===== src/rtl/arb_pkg.sv =====
// Shared definitions for the four-way memory port arbiter: state encoding,
// requester indices and the default watchdog limit.
package arb_pkg;

    typedef enum logic {
        ST_IDLE = 1'b0,
        ST_BUSY = 1'b1
    } arb_state_e;

    localparam int RQ_ICACHE   = 0;
    localparam int RQ_DCACHE   = 1;
    localparam int RQ_UNCACHED = 2;
    localparam int RQ_DEBUG    = 3;

    localparam int unsigned TIMEOUT_DEFAULT = 255;

endpackage


===== src/rtl/mux4_32.sv =====
// 32-bit 4:1 multiplexer used to steer requester address and write data.
module mux4_32 (
    input  logic [1:0]  sel,
    input  logic [31:0] in0,
    input  logic [31:0] in1,
    input  logic [31:0] in2,
    input  logic [31:0] in3,
    output logic [31:0] y
);

    always_comb begin
        case (sel)
            2'd0:    y = in0;
            2'd1:    y = in1;
            2'd2:    y = in2;
            default: y = in3;
        endcase
    end

endmodule


===== src/rtl/rr_pick4.sv =====
// Combinational round-robin pick over four requests, searching upward from
// the slot after the previous winner.
module rr_pick4 (
    input  logic [3:0] req,
    input  logic [1:0] last,
    output logic       valid,
    output logic [1:0] idx
);

    logic [1:0] cand;

    // Walk from the farthest slot to the nearest so the nearest set bit wins.
    always_comb begin
        valid = |req;
        idx   = last;
        cand  = last;
        for (int k = 4; k >= 1; k--) begin
            cand = last + 2'(k);
            if (req[cand]) begin
                idx = cand;
            end
        end
    end

endmodule


===== src/rtl/mem_port_arbiter4.sv =====
// Round-robin arbiter sharing one memory port among four requesters, with a
// watchdog that aborts transactions the memory never acknowledges.
//
// state   | meaning
// ST_IDLE | no transaction; arbitrate among pending requests
// ST_BUSY | granted requester owns the port until mem_ack or timeout
module mem_port_arbiter4
    import arb_pkg::*;
#(
    parameter int unsigned TIMEOUT = TIMEOUT_DEFAULT
) (
    input  logic        clk,
    input  logic        rst,
    input  logic [3:0]  req,
    input  logic [3:0]  we,
    input  logic [31:0] addr0,
    input  logic [31:0] addr1,
    input  logic [31:0] addr2,
    input  logic [31:0] addr3,
    input  logic [31:0] wdata0,
    input  logic [31:0] wdata1,
    input  logic [31:0] wdata2,
    input  logic [31:0] wdata3,
    output logic [3:0]  ack,
    output logic [3:0]  err,
    output logic [31:0] rdata,
    output logic [1:0]  sel,
    output logic        mem_req,
    output logic        mem_we,
    output logic [31:0] mem_addr,
    output logic [31:0] mem_wdata,
    input  logic        mem_ack,
    input  logic [31:0] mem_rdata
);

    localparam logic [15:0] CNT_LAST = 16'(TIMEOUT - 1);

    arb_state_e  state_q, state_d;
    logic [1:0]  sel_q, sel_d;
    logic [1:0]  last_q, last_d;
    logic [15:0] cnt_q, cnt_d;
    logic        mem_we_q, mem_we_d;

    logic        pick_valid;
    logic [1:0]  pick_idx;
    logic        busy;
    logic        tmo_hit;

    rr_pick4 u_pick (
        .req   (req),
        .last  (last_q),
        .valid (pick_valid),
        .idx   (pick_idx)
    );

    assign busy    = (state_q == ST_BUSY);
    // mem_ack wins over the watchdog when both land in the final cycle.
    assign tmo_hit = busy && !mem_ack && (cnt_q == CNT_LAST);

    always_comb begin
        state_d  = state_q;
        sel_d    = sel_q;
        last_d   = last_q;
        cnt_d    = cnt_q;
        mem_we_d = mem_we_q;
        case (state_q)
            ST_IDLE: begin
                if (pick_valid) begin
                    sel_d    = pick_idx;
                    mem_we_d = we[pick_idx];
                    cnt_d    = '0;
                    state_d  = ST_BUSY;
                end
            end
            default: begin
                if (mem_ack || tmo_hit) begin
                    last_d  = sel_q;
                    state_d = ST_IDLE;
                end else if (cnt_q != 16'hFFFF) begin
                    cnt_d = cnt_q + 16'd1;
                end
            end
        endcase
    end

    // Reset leaves last at 3 so requester 0 holds first priority.
    always_ff @(posedge clk or posedge rst) begin
        if (rst) begin
            state_q  <= ST_IDLE;
            sel_q    <= 2'd0;
            last_q   <= 2'd3;
            cnt_q    <= '0;
            mem_we_q <= 1'b0;
        end else begin
            state_q  <= state_d;
            sel_q    <= sel_d;
            last_q   <= last_d;
            cnt_q    <= cnt_d;
            mem_we_q <= mem_we_d;
        end
    end

    always_comb begin
        ack   = '0;
        err   = '0;
        rdata = '0;
        if (busy && mem_ack) begin
            ack[sel_q] = 1'b1;
            rdata      = mem_rdata;
        end
        if (tmo_hit) begin
            err[sel_q] = 1'b1;
        end
    end

    assign sel     = sel_q;
    assign mem_req = busy;
    assign mem_we  = mem_we_q;

    mux4_32 u_addr_mux (
        .sel (sel_q),
        .in0 (addr0),
        .in1 (addr1),
        .in2 (addr2),
        .in3 (addr3),
        .y   (mem_addr)
    );

    mux4_32 u_wdata_mux (
        .sel (sel_q),
        .in0 (wdata0),
        .in1 (wdata1),
        .in2 (wdata2),
        .in3 (wdata3),
        .y   (mem_wdata)
    );

endmodule


===== config.mk =====
export PLATFORM = sky130hd
export DESIGN_NAME = mem_port_arbiter4
export DESIGN_NICKNAME = d
export VERILOG_FILES = /design/src/rtl/arb_pkg.sv /design/src/rtl/mux4_32.sv /design/src/rtl/rr_pick4.sv /design/src/rtl/mem_port_arbiter4.sv
export SDC_FILE = /design/constraint.sdc
export NUM_CORES = 1
export LEC_CHECK = 0
export BUFFER_PORTS_ARGS = -buffer_cell sky130_fd_sc_hd__buf_2
export CAP_MARGIN = 10
export CORE_AREA = 2 2 159 161
export CTS_CLUSTER_DIAMETER = 100
export DETAILED_ROUTE_END_ITERATION = 7
export DIE_AREA = 0 0 161 163
export SYNTH_ARGS = -nofsm -noshare
export SYNTH_HDL_FRONTEND = slang
export SYNTH_SLANG_ARGS = --single-unit

===== constraint.sdc =====
create_clock -name clk -period 1.7 [get_ports clk]
set_input_delay 0.255 -clock clk [delete_from_list [all_inputs] [get_ports clk]]
set_output_delay 0.255 -clock clk [all_outputs]
set_load 0.005 [all_outputs]

==> results.cfg <==
[timing]
fin_setup_tns_ps = -20230
post-route-min-period_ps = 2000
timing.final.ws_setup_ps = -300
worst_slew_pin_slew_ps = 527
timing.hold.ws_ps = 45.8
skew_ps = 6.75
rsz0062_at_grt = yes
period_share_pct = 118
hold_viol = 0
timing.fmax_mhz = 500
slew_headroom_pct = 64.5
finalSetupViolations = 88
drv_slew = 0

[global_route]
grt_pass1_vias = 4514
overflow = 0
grt_max_degree = 39
grt_usage_pct = 15.7
grt-busiest-layer = met2
grt_util_met1_pct = 16.4
grtUsageMet2_pct = 24.2
gr-usage-met3_pct = 14.1
grt_pass1_wl_mm = 29.6
antenna_found_initial = 39

[synthesis]
yosysSeqAreaShare_pct = 17.5
avgSynthCellArea_sq_um = 11.3
async_flop_share_pct = 100
synth_edf_count = 0
synth_fp_nets = 580
ys.flop_type = dfrtp_1
synth_cell_types = 46
synth_area_sq_um = 3150
syn_inst = 279
synth-seq-cells = 22
ys_warn_count = 0

[cells_and_area]
fillers = 2602
instances_no_fill = 1105
synthToLayoutAreaGrowth_pct = 127
drive_gt1_share_pct = 84.0
layout.nets = 1063
multiInputGateArea_sq_um = 2750
seqCellArea_sq_um = 563

[die]
rows = 58
initial_core_util_pct = 12.8
core_area_sq_um = 24700
ioPinCount = 407
die_y_um = 163
dieWidth_um = 161
dieArea_sq_um = 26200

[cts]
clockBufferDepth = 2
cts_tree = built
cts.sinks = 22
htree_levels = 1
cts_inserted_buffers = 3
cts.clk_slew.worst_paths_ps = 70
clock_latency_ps = 260
hold_buffers = 0
ctsRootBufferMaster = clkbuf_16

[pwr]
vdd.ir_drop.worst_uv = 485
netSwitchingFraction_pct = 38.3
p_sw_mw = 3.37
seqPwrFrac_pct = 9.2
power.share.clock_pct = 7.7
combPwrFrac_pct = 83.1
p_leak_nw = 3.51
total_power_mw = 8.80
p_int_mw = 5.43
power.density_nw_per_um2 = 1230

[setup_path]
crit_top_cell = buf_12
critPathSlowestCell = mux4_2
critPathBufInv = 3
crit_family = multiplexers
slowest_delay_ps = 520
crit_type = flip-flop to output pin
startpoint_type = flip-flop
critPathArrivalTime_ps = 1740
crit_path_cell_trace = buf_12 -> buf_12 -> mux4_2 -> buf_2
crit_required_ps = 1440
critical_path.max_fanout = 7
end_kind = output pin

[hold_path]
hp-class = primary input to asynchronous set/reset pin

[place]
hpwlAfterDp_mm = 19.9
gp_congestion = 0.835
preCtsSetupSlack_ps = -271
portBuffers = 406
place_inst = 1048

[route]
first_pass_iters = 4
drtIter0Drc = 354
dr_total_vias = 4881
drtAntennaViolNets = 0
vias_per_cell = 4.42
finalWirelength_mm = 24.1
drc = 0
wl_per_cell_um = 21.8

[outcome]
outcome = finished with violations
violations = setup timing

[job]
cap_viol_max_count = 0
-- Yosys cell counts (2+ instances only) --
library cell  count  area share, %
nor2b_1           4           0.79
a21oi_1          11            1.7
nand3_1           7            1.1
o21ai_0          11            1.7
dfstp_2           2            1.7
mux4_2           64             46
or4_1             8            1.9
o31ai_1           9            2.1
nor2_1           13            1.5
dfrtp_1          20             16
or3_1             4           0.79
nor3_1            5           0.79
inv_1             5           0.60
and2_1            3           0.60
nand2_1          17            2.0
mux2_2            3            1.1
nor4_1            2           0.40
nand2b_1          2           0.40
clkbuf_1         17            2.0
ha_1              2           0.79
buf_2             8            1.3
and3_1           33            6.6
nand4_1           6            1.2
-- kinds of logic after synthesis --
logic type	share of synthesized area [%]
adder cells (fa/ha/maj)	0.794
flip-flops	17.5
multiplexers	47.1
AND/OR/NAND/NOR	20.0
buffers and inverters	4.80
AO/OA/AOI/OAI	9.69
-- metrics by stage --
step / util, % / instance area (sq um)
after floorplan: - / 3210
after global placement: 24.6 / 6060
after detailed placement: 24.6 / 6060
after CTS: 26.1 / 6440
after global routing: 28.9 / 7130
final: 29.0 / 7150
-- power groups by stage --
stage / Clock, mW / Combinational, mW / Sequential, mW
2_1_floorplan: 0 / 3.00 / 0.739
3_3_place_gp: 0 / 5.48 / 0.786
3_5_place_dp: 0 / 5.53 / 0.787
4_1_cts: 0.687 / 5.90 / 0.772
5_1_grt: 0.715 / 7.72 / 0.835
6_report: 0.678 / 7.31 / 0.813
-- per-layer routing --
metal	part of all wire (%)	up-vias	wire length, um
met5	1.1	-	264
met4	1.2	40	280
met3	19	56	4470
met2	45	318	10800
met1	34	2310	8280
li1	-	2157	-
-- worst min-delay path, stage by stage --
cell and delay (ps):
buf_2 110, inv_1 40, buf_4 300
-- flip-flops by register name (all words and copies together), names as in the netlist --
signal / flops
cnt_q: 16
last_q: 2
sel: 2
mem_req: 1
mem_we: 1
-- path summary, 6_finish.rpt --
path	from	end	slack, ps	cells after the start
max in group asynchronous	rst	last_q[0]$_DFFE_PP1P_	1350	3
min	rst	mem_we$_DFFE_PP0P_	50	3
max reg2reg	cnt_q[13]$_DFFE_PP0P_	cnt_q[4]$_DFFE_PP0P_	-300	8
min reg2reg	mem_we$_DFFE_PP0P_	mem_we$_DFFE_PP0P_	570	1
min in group clk	we[0]	mem_we$_DFFE_PP0P_	390	3
max	sel[0]$_DFFE_PP0P_	mem_addr[21]	-300	4
-- cell usage in the layout, fill, tap and decap left out, types with 3 or more instances in the layout --
cell	Yosys	layout
dfrtp_1	20	16
diode_2	0	14
o21ai_1	0	3
buf_4	1	54
clkbuf_16	0	9
mux4_2	64	64
nor2_1	13	12
buf_12	0	8
buf_6	1	31
and3_1	33	32
o21ai_0	11	7
buf_2	8	393
or4_4	0	7
a21oi_2	1	10
buf_8	0	11
nand2_1	17	15
inv_1	5	3
nand4_1	6	6
o31ai_1	9	6
nand3_1	7	5
-- cell type report --
class | instances | area share (%)
Clock buffer | 3 | 1.05
Antenna cell | 14 | 0.490
Multi-Input combinational cell | 224 | 38.5
Sequential cell | 22 | 7.87
Clock inverter | 1 | 0.420
Tap cell | 330 | 5.77
Timing Repair Buffer | 505 | 45.5
Inverter | 6 | 0.437
-- what timing repair did --
item / in CTS / in global routing
gates resized for setup: 42 / 78
cloned: 1 / 8
setup endpoints to repair: 90 / 92
hold endpoints to repair: 0 / 0
pin swaps: 19 / 20
buffers inserted: 18 / 18
(Power assumes the default switching activity.)
